$ cat config.mk
export PLATFORM = sky130hd
export DESIGN_NAME = jt89_noise
export DESIGN_NICKNAME = d
export VERILOG_FILES = /design/src/rtl/jt89_noise.sv
export SDC_FILE = /design/constraint.sdc
export NUM_CORES = 1
export LEC_CHECK = 0
export BUFFER_PORTS_ARGS = -buffer_cell sky130_fd_sc_hd__buf_2
export CAP_MARGIN = 20
export CELL_PAD_IN_SITES_DETAIL_PLACEMENT = 1
export CELL_PAD_IN_SITES_GLOBAL_PLACEMENT = 2
export CORE_ASPECT_RATIO = 2
export CORE_UTILIZATION = 41
export CTS_BUF_LIST = sky130_fd_sc_hd__clkbuf_2
export CTS_CLUSTER_DIAMETER = 150
export DETAILED_ROUTE_END_ITERATION = 7
export PLACE_DENSITY_LB_ADDON = 0.1
export SLEW_MARGIN = 25
export SYNTH_ARGS = -nofsm -noshare
export SYNTH_HDL_FRONTEND = slang
export SYNTH_SLANG_ARGS = --single-unit
export TNS_END_PERCENT = 5
$ cat constraint.sdc
create_clock -name clk -period 4.7 [get_ports clk]
set_clock_uncertainty 0.05 [all_clocks]
set_input_delay 0.47 -clock clk [delete_from_list [all_inputs] [get_ports clk]]
set_output_delay 0.47 -clock clk [all_outputs]
set_load 0.03 [all_outputs]
$ cat src/rtl/jt89_noise.sv
// rtl/jt89_noise.sv - SN76489/SMS noise channel: rate counter, LFSR and volume mapping
//
// Optional feature: define JT89_LFSR16_EN for the 16-bit SMS LFSR
// (seed 0x8000, taps 0/3). Default is the 15-bit SN76489 LFSR
// (seed 0x4000, taps 0/1). Bit 0 is the output in both builds.
//
// Ports:
//   clk        system clock, rising edge
//   rst        asynchronous active-high reset
//   clk_en     tone-rate enable, gates all counting
//   din[2:0]   noise control: [2] 1=white 0=periodic, [1:0] shift rate
//   ctrl_we    one-cycle write strobe for din (not gated by clk_en)
//   vol[3:0]   attenuation, 0 loudest, 15 silent
//   ch2_toggle one-cycle pulse per tone-channel-2 output flip
//   noise[8:0] registered unsigned amplitude to the mixer

module jt89_noise (
    input  logic       clk,
    input  logic       rst,
    input  logic       clk_en,
    input  logic [2:0] din,
    input  logic       ctrl_we,
    input  logic [3:0] vol,
    input  logic       ch2_toggle,
    output logic [8:0] noise
);

`ifdef JT89_LFSR16_EN
    localparam int W   = 16;
    localparam int TAP = 3;
`else
    localparam int W   = 15;
    localparam int TAP = 1;
`endif
    localparam logic [W-1:0] SEED = {1'b1, {(W-1){1'b0}}};

    logic [2:0]   ctrl_q, ctrl_d;
    logic [6:0]   cnt_q, cnt_d;
    logic         ff_q, ff_d;
    logic [W-1:0] lfsr_q, lfsr_d;
    logic [8:0]   noise_q, noise_d;
    logic         expire;
    logic         shift;
    logic         fb;

    // Counter reload for each rate; rate 11 does not use the counter.
    function automatic logic [6:0] reload_val(input logic [1:0] rate);
        case (rate)
            2'b01:   reload_val = 7'd32;
            2'b10:   reload_val = 7'd64;
            default: reload_val = 7'd16;
        endcase
    endfunction

    function automatic logic [8:0] amp(input logic [3:0] v);
        case (v)
            4'd0:    amp = 9'd511;
            4'd1:    amp = 9'd406;
            4'd2:    amp = 9'd322;
            4'd3:    amp = 9'd256;
            4'd4:    amp = 9'd203;
            4'd5:    amp = 9'd162;
            4'd6:    amp = 9'd128;
            4'd7:    amp = 9'd102;
            4'd8:    amp = 9'd81;
            4'd9:    amp = 9'd64;
            4'd10:   amp = 9'd51;
            4'd11:   amp = 9'd41;
            4'd12:   amp = 9'd32;
            4'd13:   amp = 9'd26;
            4'd14:   amp = 9'd20;
            default: amp = 9'd0;
        endcase
    endfunction

    always_comb begin
        ctrl_d = ctrl_q;
        cnt_d  = cnt_q;
        ff_d   = ff_q;
        lfsr_d = lfsr_q;
        expire = 1'b0;
        shift  = 1'b0;

        if (ctrl_q[1:0] == 2'b11) begin
            expire = ch2_toggle;
        end else if (clk_en) begin
            if (cnt_q == 7'd1) begin
                cnt_d  = reload_val(ctrl_q[1:0]);
                expire = 1'b1;
            end else begin
                cnt_d = cnt_q - 7'd1;
            end
        end

        // ff halves the expire rate; the LFSR advances on its rising edge.
        if (expire) begin
            ff_d  = ~ff_q;
            shift = ~ff_q;
        end

        fb = ctrl_q[2] ? (lfsr_q[0] ^ lfsr_q[TAP]) : lfsr_q[0];

        // A stuck all-zero register would silence the channel forever.
        if (lfsr_q == '0) begin
            lfsr_d = SEED;
        end else if (shift) begin
            lfsr_d = {fb, lfsr_q[W-1:1]};
        end

        // A control write restarts the channel and overrides any shift.
        if (ctrl_we) begin
            ctrl_d = din;
            cnt_d  = reload_val(din[1:0]);
            ff_d   = 1'b0;
            lfsr_d = SEED;
        end

        noise_d = lfsr_q[0] ? amp(vol) : 9'd0;
    end

    always_ff @(posedge clk or posedge rst) begin
        if (rst) begin
            ctrl_q  <= 3'b000;
            cnt_q   <= 7'd16;
            ff_q    <= 1'b0;
            lfsr_q  <= SEED;
            noise_q <= 9'd0;
        end else begin
            ctrl_q  <= ctrl_d;
            cnt_q   <= cnt_d;
            ff_q    <= ff_d;
            lfsr_q  <= lfsr_d;
            noise_q <= noise_d;
        end
    end

    assign noise = noise_q;

endmodule

# After elaboration in Yosys (flattened, before gate mapping)
# Memory sizes are Yosys's and may differ from the RTL's.
# Cells that the tools add are included.
[word_totals] in_bits=12 n_memories=1 register_bits=35 wordCells=38 out_inout_bits=9 mem_bits_ro=144
[classes] add_sub_neg=1 mux=17 n_reduce_logical=5 n_bitwise=2 eq_ne=7
[memory_table] memory="(name not given)" depth=16 width=9 rd=1 rd_clocked_by_memory_dff=0 wr=0 line="56" text="case (v)"
[op_table] operator="2-to-1 mux 15 bit" n=3
[op_table] operator="2-to-1 mux 7 bit" n=4
[op_table] operator="case mux 7 bit (2 select lines)" n=2
[op_table] operator="logical NOT 15 bit" n=1
[op_table] operator="2-to-1 mux 9 bit" n=1
[op_table] operator="== test 7 x 1 -> 1 bit (second input constant)" n=1
[op_table] operator="2-to-1 mux 1 bit" n=7
[op_table] operator="subtractor 7 x 1 -> 7 bit (second input constant)" n=1
[op_table] operator="== test 2 bit (second input constant)" n=3
[op_table] operator="== test 2 x 1 -> 1 bit (second input constant)" n=2
[op_table] operator="nonzero test 2 bit" n=2
[op_table] operator="nonzero test 3 bit" n=1
[op_table] operator="!= test 2 bit (second input constant)" n=1
[op_table] operator="AND reduction 2 bit" n=1
[op_table] operator="inverter 1 bit" n=1
[op_table] operator="XOR 1 bit" n=1

# Longest topological paths before layout
# Gate-level depths: netlist of run 1.
[logic_depth] depth_word=8 depth_mapped=7 ltp_nobuf=6

# Least setup slack after synthesis of run 1
# No wires, ideal clock.
[synth_timing] path_kind="register to register" start="register cnt_q[1]" end="register lfsr_q[13]" setup_ps=125 n_path_buf=0 period_less_slack_ps=1779 stages_incl_launch_ff=7 required_time_ps=4525 setup_slack_ps=2921 arrival_time_ps=1604 path_cell_list="dfrtp_1 -> inv_1 -> ha_1 -> nor3b_2 -> a32o_2 -> a21o_4 -> mux2_4"
[synth_via] elab_chain_cells=6
[synth_lines] item="start: declaration" line="38" text="logic [6:0] cnt_q, cnt_d;"
[synth_lines] item="start signal: assignment" line="130" text="cnt_q <= cnt_d;"
[synth_lines] item="== test 7 x 1 -> 1 bit" line="87" text="if (cnt_q == 7'd1) begin"
[synth_lines] item="2-to-1 mux 1 bit" line="87"
[synth_lines] item="2-to-1 mux 1 bit" line="86" text="end else if (clk_en) begin"
[synth_lines] item="2-to-1 mux 1 bit" line="84" text="if (ctrl_q[1:0] == 2'b11) begin"
[synth_lines] item="2-to-1 mux 1 bit" line="96" text="if (expire) begin"
[synth_lines] item="nonzero test 3 bit (no source line)"
[synth_lines] item="end signal: assignment" line="132" text="lfsr_q <= lfsr_d;"
[synth_lines] item="end: declaration" line="40" text="logic [W-1:0] lfsr_q, lfsr_d;"
# No other way between the ends.
# A chain may end at the register's enable or synchronous reset.

# Worst setup path after layout of run 1
[layout_timing] start="register lfsr_q[0]" end="register lfsr_q[7]"
[layout_via] elab_chain_cells=3 word_cells_on_any_way=4 classes_between="mux: 2; reduce/logical: 2"
[layout_lines] item="logical NOT 15 bit (*)" line="104" text="if (lfsr_q == '0) begin"
[layout_lines] item="2-to-1 mux 15 bit" line="104"
[layout_lines] item="2-to-1 mux 15 bit" line="111" text="if (ctrl_we) begin"
# Every way passes the cells marked *; elsewhere a longest branch is shown, timed or not.

==> reports/metrics.csv, run 1 <==
metric,value,unit
outcome,"complete, no violations",
cts bufs inserted,5,
CP peak stage delay,0.51,ns
vias in the first global route,1719,
"Period Utilization, post-route",48.0,%
H-tree depth,2,
multi-input logic area,1010,um^2
Worst VDD drop,0.132,mV
Final Util,46.8,%
worst-skew pair later-pin latency,0.38,ns
gpl congestion,0.705,
max cap viols,0,
Compound-Gate Fraction of Synth Area,18.6,%
Initial Utilization,43.4,%
Post-Syn Area,2010,um^2
port bufs,20,
Post-DP HPWL,3790,um
critical path arrival,2.49,ns
die area,5210,um^2
storage element area,878,um^2
Netlist cell types,46,
first-pass GRT wire length,8290,um
post-DR vias/cell,5.66,
total clock sinks,35,
CTS tree,done,
Fin. Hold Viols,0,
syn nets,238,
Pre-antenna DRT Iters,4,
initial antenna violation count,0,
Worst-path clk slew,0.18,ns
share of layout cells above drive strength 1,20.5,%
Die X,51.6,um
Worst setup EP type,flip-flop,
Sum Neg Setup Slack,0,ns
Reg-to-Reg Start,lfsr_q[0]$_DFFE_PP0P_,
Fillers,574,
largest net degree at the start of global routing,36,
Routed WL,4930,um
crit-path max FO,12,
pwr dens,269,nW/um^2
slowest cell on the critical path,a41o_1,
Core Rows,35,
WP data required,4.94,ns
Overflow after GRT,0,
main combinational cell family by area after synthesis,simple AND/OR/NAND/NOR gates,
Post-Syn Area per Cell,9.54,um^2
drt drc,0,
DIE HEIGHT,101,um
1st-iter DRT viols,18,
Mapped Cells,211,
Post CTS Setup Buffer Count,0,
Post-CTS Hold Buffers,0,
#FFs+latches synth,35,
LEAKAGE,0.00101,uW
Hold Crit Class,primary input to async pin,
final worst path period need,2.25,ns
Critical Path Start Type,flip-flop,
clk buf depth,2,
cells along the critical path,inv_1 -> ha_1 -> nor4b_1 -> a41o_1 -> a21o_4 -> mux2_4,
I/O pin total,21,
total power,584,uW
PostCTS Resize Cnt,0,
placeable core area,4640,um^2
FMAX,444,MHz
RSZ-0062 raised after global routing,no,
Routed WL per cell,17.4,um
Worst Setup SP,lfsr_q[0]$_DFFE_PP0P_,
Syn. warnings,0,
mux cell area share after synthesis,3.60,%
Slew @ Worst Pin,0.560,ns
post-route ant nets,0,
CTS root buf,clkbuf_2,
simple-gate portion of the synthesized area,18.9,%
area grow syn2layout,7.83,%
diode count,0,
Setup-failing EPs final,0,
nets@finish,256,
Slew HR,62.6,%
gr usage total,21.8,%
Vias,1608,
WS Path Type,flip-flop to flip-flop,
Post-Synth XOR/XNOR Area,0,%
sequential fraction of the synthesis area,43.6,%
Final Max Tran Viols,0,
Post-Synth Adder-Cell Area,9.32,%
## critical path: cells and delay by family, from the launching register on
kind | cells | cell delay, ns
AND/OR/NAND/NOR | 1 | 0.29
AO/OA/AOI/OAI | 2 | 0.68
buffers and inverters | 1 | 0.22
adder cells (fa/ha/maj) | 1 | 0.19
flip-flops | 1 | 0.44
multiplexers | 1 | 0.31
## cells by family (layout without fill, tap and decap cells)
logic type | Yosys count | in the layout
multiplexers | 6 | 6
AO/OA/AOI/OAI | 59 | 59
AND/OR/NAND/NOR | 69 | 69
buffers and inverters | 27 | 45
flip-flops | 35 | 35
adder cells (fa/ha/maj) | 15 | 15
## cell type report
class	instances	area share [%]
multi-input combinational	149	46.7
sequential	35	40.5
timing repair buffer	22	5.30
tap	55	3.17
inverter	16	2.77
clock buffer	5	1.15
clock inverter	2	0.403
## state kept, by name, summed over array words and instances (netlist names)
signal	cells
noise	9
cnt_q	7
ff_q	1
ctrl_q	3
lfsr_q	15
## power by group
part,internal [uW],leakage [uW],switching (uW),total (uW)
combinational,47.7,0.000520,70.0,118
sequential,316,0.000468,20.9,337
clock,31.4,0.0000262,97.4,129
## path summary, 6_finish.rpt
path / slack, ns / to / depth (start not counted)
worst max register to register: 2.45 / lfsr_q[7]$_DFFE_PP0P_ / 6
worst min-delay path: 0.11 / ff_q$_DFFE_PP0P_ / 3
min in group clk: 0.29 / ctrl_q[2]$_DFFE_PP0P_ / 2
worst max-delay path: 2.45 / lfsr_q[7]$_DFFE_PP0P_ / 6
worst min register to register: 0.53 / ctrl_q[2]$_DFFE_PP0P_ / 1
max in group asynchronous: 4.13 / lfsr_q[14]$_DFFE_PP1P_ / 3
## cell usage after synthesis, drive strengths merged
| master | number | share of area [%] |
|---|---|---|
| nor4b | 2 | 0.87 |
| a21oi | 18 | 4.5 |
| a32oi | 2 | 0.87 |
| inv | 16 | 3.0 |
| dfrtp | 33 | 41 |
| or3 | 1 | 0.31 |
| nor2 | 13 | 2.4 |
| buf | 5 | 1.8 |
| a32o | 2 | 1.1 |
| nor4 | 2 | 0.62 |
| nor3 | 3 | 1.3 |
| a211o | 1 | 0.44 |
| or2 | 2 | 0.62 |
| ha | 15 | 9.3 |
| a31oi | 3 | 0.93 |
| a211oi | 5 | 1.9 |
| o21ai | 18 | 4.5 |
| a41o | 1 | 0.50 |
| o31ai | 2 | 0.75 |
| mux2i | 2 | 0.99 |
| clkbuf | 6 | 1.2 |
| o22ai | 1 | 0.31 |
| nand2 | 14 | 2.7 |
| nand4b | 1 | 0.44 |
| nor2b | 5 | 1.6 |
| or3b | 1 | 0.44 |
| nor3b | 3 | 1.4 |
| o31a | 1 | 0.50 |
| and4 | 1 | 0.50 |
| dfstp | 2 | 2.6 |
| a21o | 2 | 1.2 |
| o22a | 1 | 0.44 |
| nand3 | 14 | 3.5 |
| nand2b | 5 | 1.6 |
| and2 | 1 | 0.31 |
| mux2 | 4 | 2.6 |
| and3 | 1 | 0.37 |
| o211ai | 2 | 0.75 |
## through the flow
stage                     instance area (um^2)  hold WS (ns)  setup WS, ns  instances
final                                     2170         0.110          2.45        284
after global routing                      2170         0.130          2.28        284
after CTS                                 2160        0.0966          2.43        283
after detailed placement                  2130         0.493          2.45        276
after global placement                    2130         0.480          2.52        276
after floorplan                           2010         0.454          2.92        211
## cells in the final DEF (no fill, tap or decap), types with 2 or more instances in the layout
| master | n |
|---|---|
| clkbuf_2 | 5 |
| dfstp_2 | 2 |
| a31oi_1 | 3 |
| nor4_1 | 2 |
| or2_2 | 2 |
| nor4b_1 | 2 |
| dfrtp_1 | 33 |
| inv_1 | 16 |
| nor2b_1 | 5 |
| a32o_2 | 2 |
| o31ai_1 | 2 |
| ha_1 | 15 |
| nor2_1 | 13 |
| nor3_1 | 2 |
| o211ai_1 | 2 |
| a21oi_1 | 18 |
| mux2_2 | 2 |
| nand2b_1 | 5 |
| mux2i_1 | 2 |
| mux2_4 | 2 |
| nand2_1 | 13 |
| a211oi_1 | 5 |
| buf_2 | 20 |
| a32oi_1 | 2 |
| o21ai_0 | 18 |
| nand3_1 | 14 |
| nor3b_1 | 2 |
## metal layers
layer  up-vias  share of wire (%)  global-route usage [%]
li1        773                  -                       -
met1       798                 37                    21.3
met2        25                 59                    42.1
met3        12                2.2                    3.77
met4         0                2.4                    9.98
met5         -                  0                       0
Note: power is estimated with default switching activity, not from simulation.
==> run 2, diff against run 1 <==
--- a/config.mk
+++ b/config.mk
@@ -10,7 +10,7 @@
 export CELL_PAD_IN_SITES_DETAIL_PLACEMENT = 1
 export CELL_PAD_IN_SITES_GLOBAL_PLACEMENT = 2
 export CORE_ASPECT_RATIO = 2
-export CORE_UTILIZATION = 41
+export CORE_UTILIZATION = 35
 export CTS_BUF_LIST = sky130_fd_sc_hd__clkbuf_2
 export CTS_CLUSTER_DIAMETER = 150
 export DETAILED_ROUTE_END_ITERATION = 7
==> constraint.sdc (replaced) <==
create_clock -name clk -period 2.05 [get_ports clk]
set_clock_uncertainty 0.05 [all_clocks]
set_input_delay 0.205 -clock clk [delete_from_list [all_inputs] [get_ports clk]]
set_output_delay 0.205 -clock clk [all_outputs]
set_load 0.03 [all_outputs]
==> run 2 against run 1 <==
Net effect:
- first-iteration DRC count grew to 2.9 times the previous value
- worst hold slack worse by 0.085 ns
- critical path type unchanged
- clock power grew to 3.3 times the previous value
- critical endpoint unchanged
==> reports/metrics.csv, run 2 (synthesis results as in run 1) <==
metric,value,unit,change
outcome,"complete, no violations",,
final std cells w/o fill,299,,+5.3%
worst-skew pair later-pin latency,0.37,ns,about the same
critical path arrival,2.11,ns,-0.38 ns
max cap viols,0,,unchanged
FMAX,534,MHz,+20%
reg2reg end,lfsr_q[7]$_DFFE_PP0P_,,
"Period Utilization, post-route",91.3,%,+43 points
Routed WL,5510,um,+12%
"most common cell after layout, fill and taps aside",dfrtp_1,,
largest net degree at the start of global routing,36,,unchanged
final worst path period need,1.87,ns,-0.383 ns
WS Path Type,flip-flop to flip-flop,,
port bufs,20,,unchanged
worst r2r path cells,6,,unchanged
Core Rows,38,,+8.6%
Post CTS Setup Buffer Count,0,,unchanged
DIE HEIGHT,109,um,+8.1%
register with the most flip-flops,lfsr_q,,
post-DR vias/cell,5.53,,-2.4%
Die X,55.6,um,+7.9%
Slew HR,68.8,%,+6.2 points
"worst slack, placed",0.194,ns,-2.25 ns
first-pass GRT wire length,9630,um,+16%
number of flip-flops under the largest register name,15,,unchanged
Pre-antenna DRT Iters,4,,unchanged
clk buf depth,2,,unchanged
Critical Path Start Type,flip-flop,,
Worst setup EP type,flip-flop,,
Sum Neg Setup Slack,0,ns,unchanged
Worst VDD drop,0.323,mV,+150%
WP data required,2.29,ns,-2.65 ns
Slew @ Worst Pin,0.468,ns,-0.0924 ns
die area,6080,um^2,+17%
placeable core area,5470,um^2,+18%
"commonest non-fill, non-tap cells in the layout","dfrtp_1 (33), buf_2 (20), o21ai_0 (18), a21oi_1 (18), inv_1 (16)",,
total clock sinks,35,,unchanged
share of layout cells above drive strength 1,23.4,%,+2.9 points
R2R Setup Slk,0.18,ns,-2.27 ns
Post-DP HPWL,4320,um,+14%
Vias,1653,,+2.8%
WHS Path Cells,3,,
cts bufs inserted,5,,unchanged
RSZ-0062 raised after global routing,no,,
Overflow after GRT,0,,unchanged
Hold Crit Class,primary input to flip-flop,,
nets@finish,266,,+3.9%
area grow syn2layout,13.4,%,
startpoint of the worst hold path,din[1],,
CTS root buf,clkbuf_2,,
pwr dens,659,nW/um^2,+150%
LEAKAGE,0.00108,uW,+6.0%
vias in the first global route,1928,,+12%
I/O pin total,21,,unchanged
Final Util,41.8,%,-5.0 points
drt drc,0,,unchanged
1st-iter DRT viols,53,,+35
Final Max Tran Viols,0,,unchanged
post-route ant nets,0,,unchanged
Final Worst Setup Slack,0.178,ns,-2.27 ns
crit-path max FO,5,,-7
cell count after placement,290,,+5.1%
gpl congestion,0.785,,+11%
Routed WL per cell,18.4,um,+6.1%
Fin. Hold Viols,0,,unchanged
CTS tree,done,,
PostCTS Resize Cnt,0,,unchanged
Setup-failing EPs final,0,,unchanged
initial antenna violation count,0,,unchanged
diode count,0,,unchanged
Worst-path clk slew,0.18,ns,about the same
Initial Utilization,36.8,%,-6.6 points
gr usage total,20.8,%,-1.0 points
WHS Endpoint,ctrl_q[1]$_DFFE_PP0P_,,
H-tree depth,2,,unchanged
Reg-to-Reg Start,cnt_q[1]$_DFFE_PP0P_,,
## run 2: cell types whose count changed in the layout (fill, tap and decap cells not counted), sizes merged
cell         previous run  this run
buf                    21        30
bufinv                  0         1
clkinv                  2         0
dlygate4sd3             0         2
## run 2: power breakdown
| group | switching (uW) | total [uW] | internal, uW | leakage [uW] |
|---|---|---|---|---|
| Clock | 225 | 431 | 206 | 0.0000391 |
| Sequential | 45.2 | 771 | 726 | 0.000468 |
| Combinational | 177 | 304 | 128 | 0.000569 |
| Total | 447 | 1510 | 1060 | 0.00108 |
## run 2: worst max path at each step
stage	to	startpoint	slack [ns]
floorplan	lfsr_q[13]$_DFFE_PP0P_	cnt_q[1]$_DFFE_PP0P_	0.27
global placement	lfsr_q[7]$_DFFE_PP0P_	lfsr_q[1]$_DFFE_PP0P_	0.23
detailed placement	lfsr_q[13]$_DFFE_PP0P_	cnt_q[1]$_DFFE_PP0P_	0.19
CTS	lfsr_q[7]$_DFFE_PP0P_	cnt_q[1]$_DFFE_PP0P_	0.17
global route	lfsr_q[2]$_DFFE_PP0P_	cnt_q[1]$_DFFE_PP0P_	0.04
finish	lfsr_q[7]$_DFFE_PP0P_	cnt_q[1]$_DFFE_PP0P_	0.18
## run 2: critical path, stage by stage, from the launching register on
cell and delay (ns):
dfrtp_1 0.43, inv_1 0.08, ha_1 0.20, nor3b_2 0.18, a32o_2 0.32, a21o_4 0.24, mux2_4 0.29
## run 2: layout make-up
cell class	count	area, um^2
clock buffers	6	30.0
flip-flops and latches	35	878
multi-input cells	149	1010
well taps	60	75.1
repair buffers	32	195
inverters	16	60.1
clock inverters	1	30.0
fillers	646	3180
## run 2: timing repair
action / in CTS / in global routing
endpoints found under the hold margin: 34 / 0
endpoints found under the setup margin: 0 / 0
hold buffers: 2 / 0
## run 2: metrics by stage
| step | hold WS, ns | cell area (um^2) | total power (uW) |
|---|---|---|---|
| 2_1_floorplan | 0.276 | 2010 | 981 |
| 3_5_place_dp | 0.317 | 2200 | 1090 |
| 4_1_cts | 0.00672 | 2280 | 1540 |
| 5_1_grt | 0.0185 | 2280 | 1600 |
| 6_report | 0.0249 | 2280 | 1510 |
| 3_3_place_gp | 0.271 | 2200 | 1070 |
## run 2: per-layer routing
layer	share of wire [%]	track usage, %	vias to the layer above
li1	-	-	795
met1	33	19.1	822
met2	63	43.6	24
met3	1.6	2.61	12
met4	2.5	9.11	0
met5	0	0	-
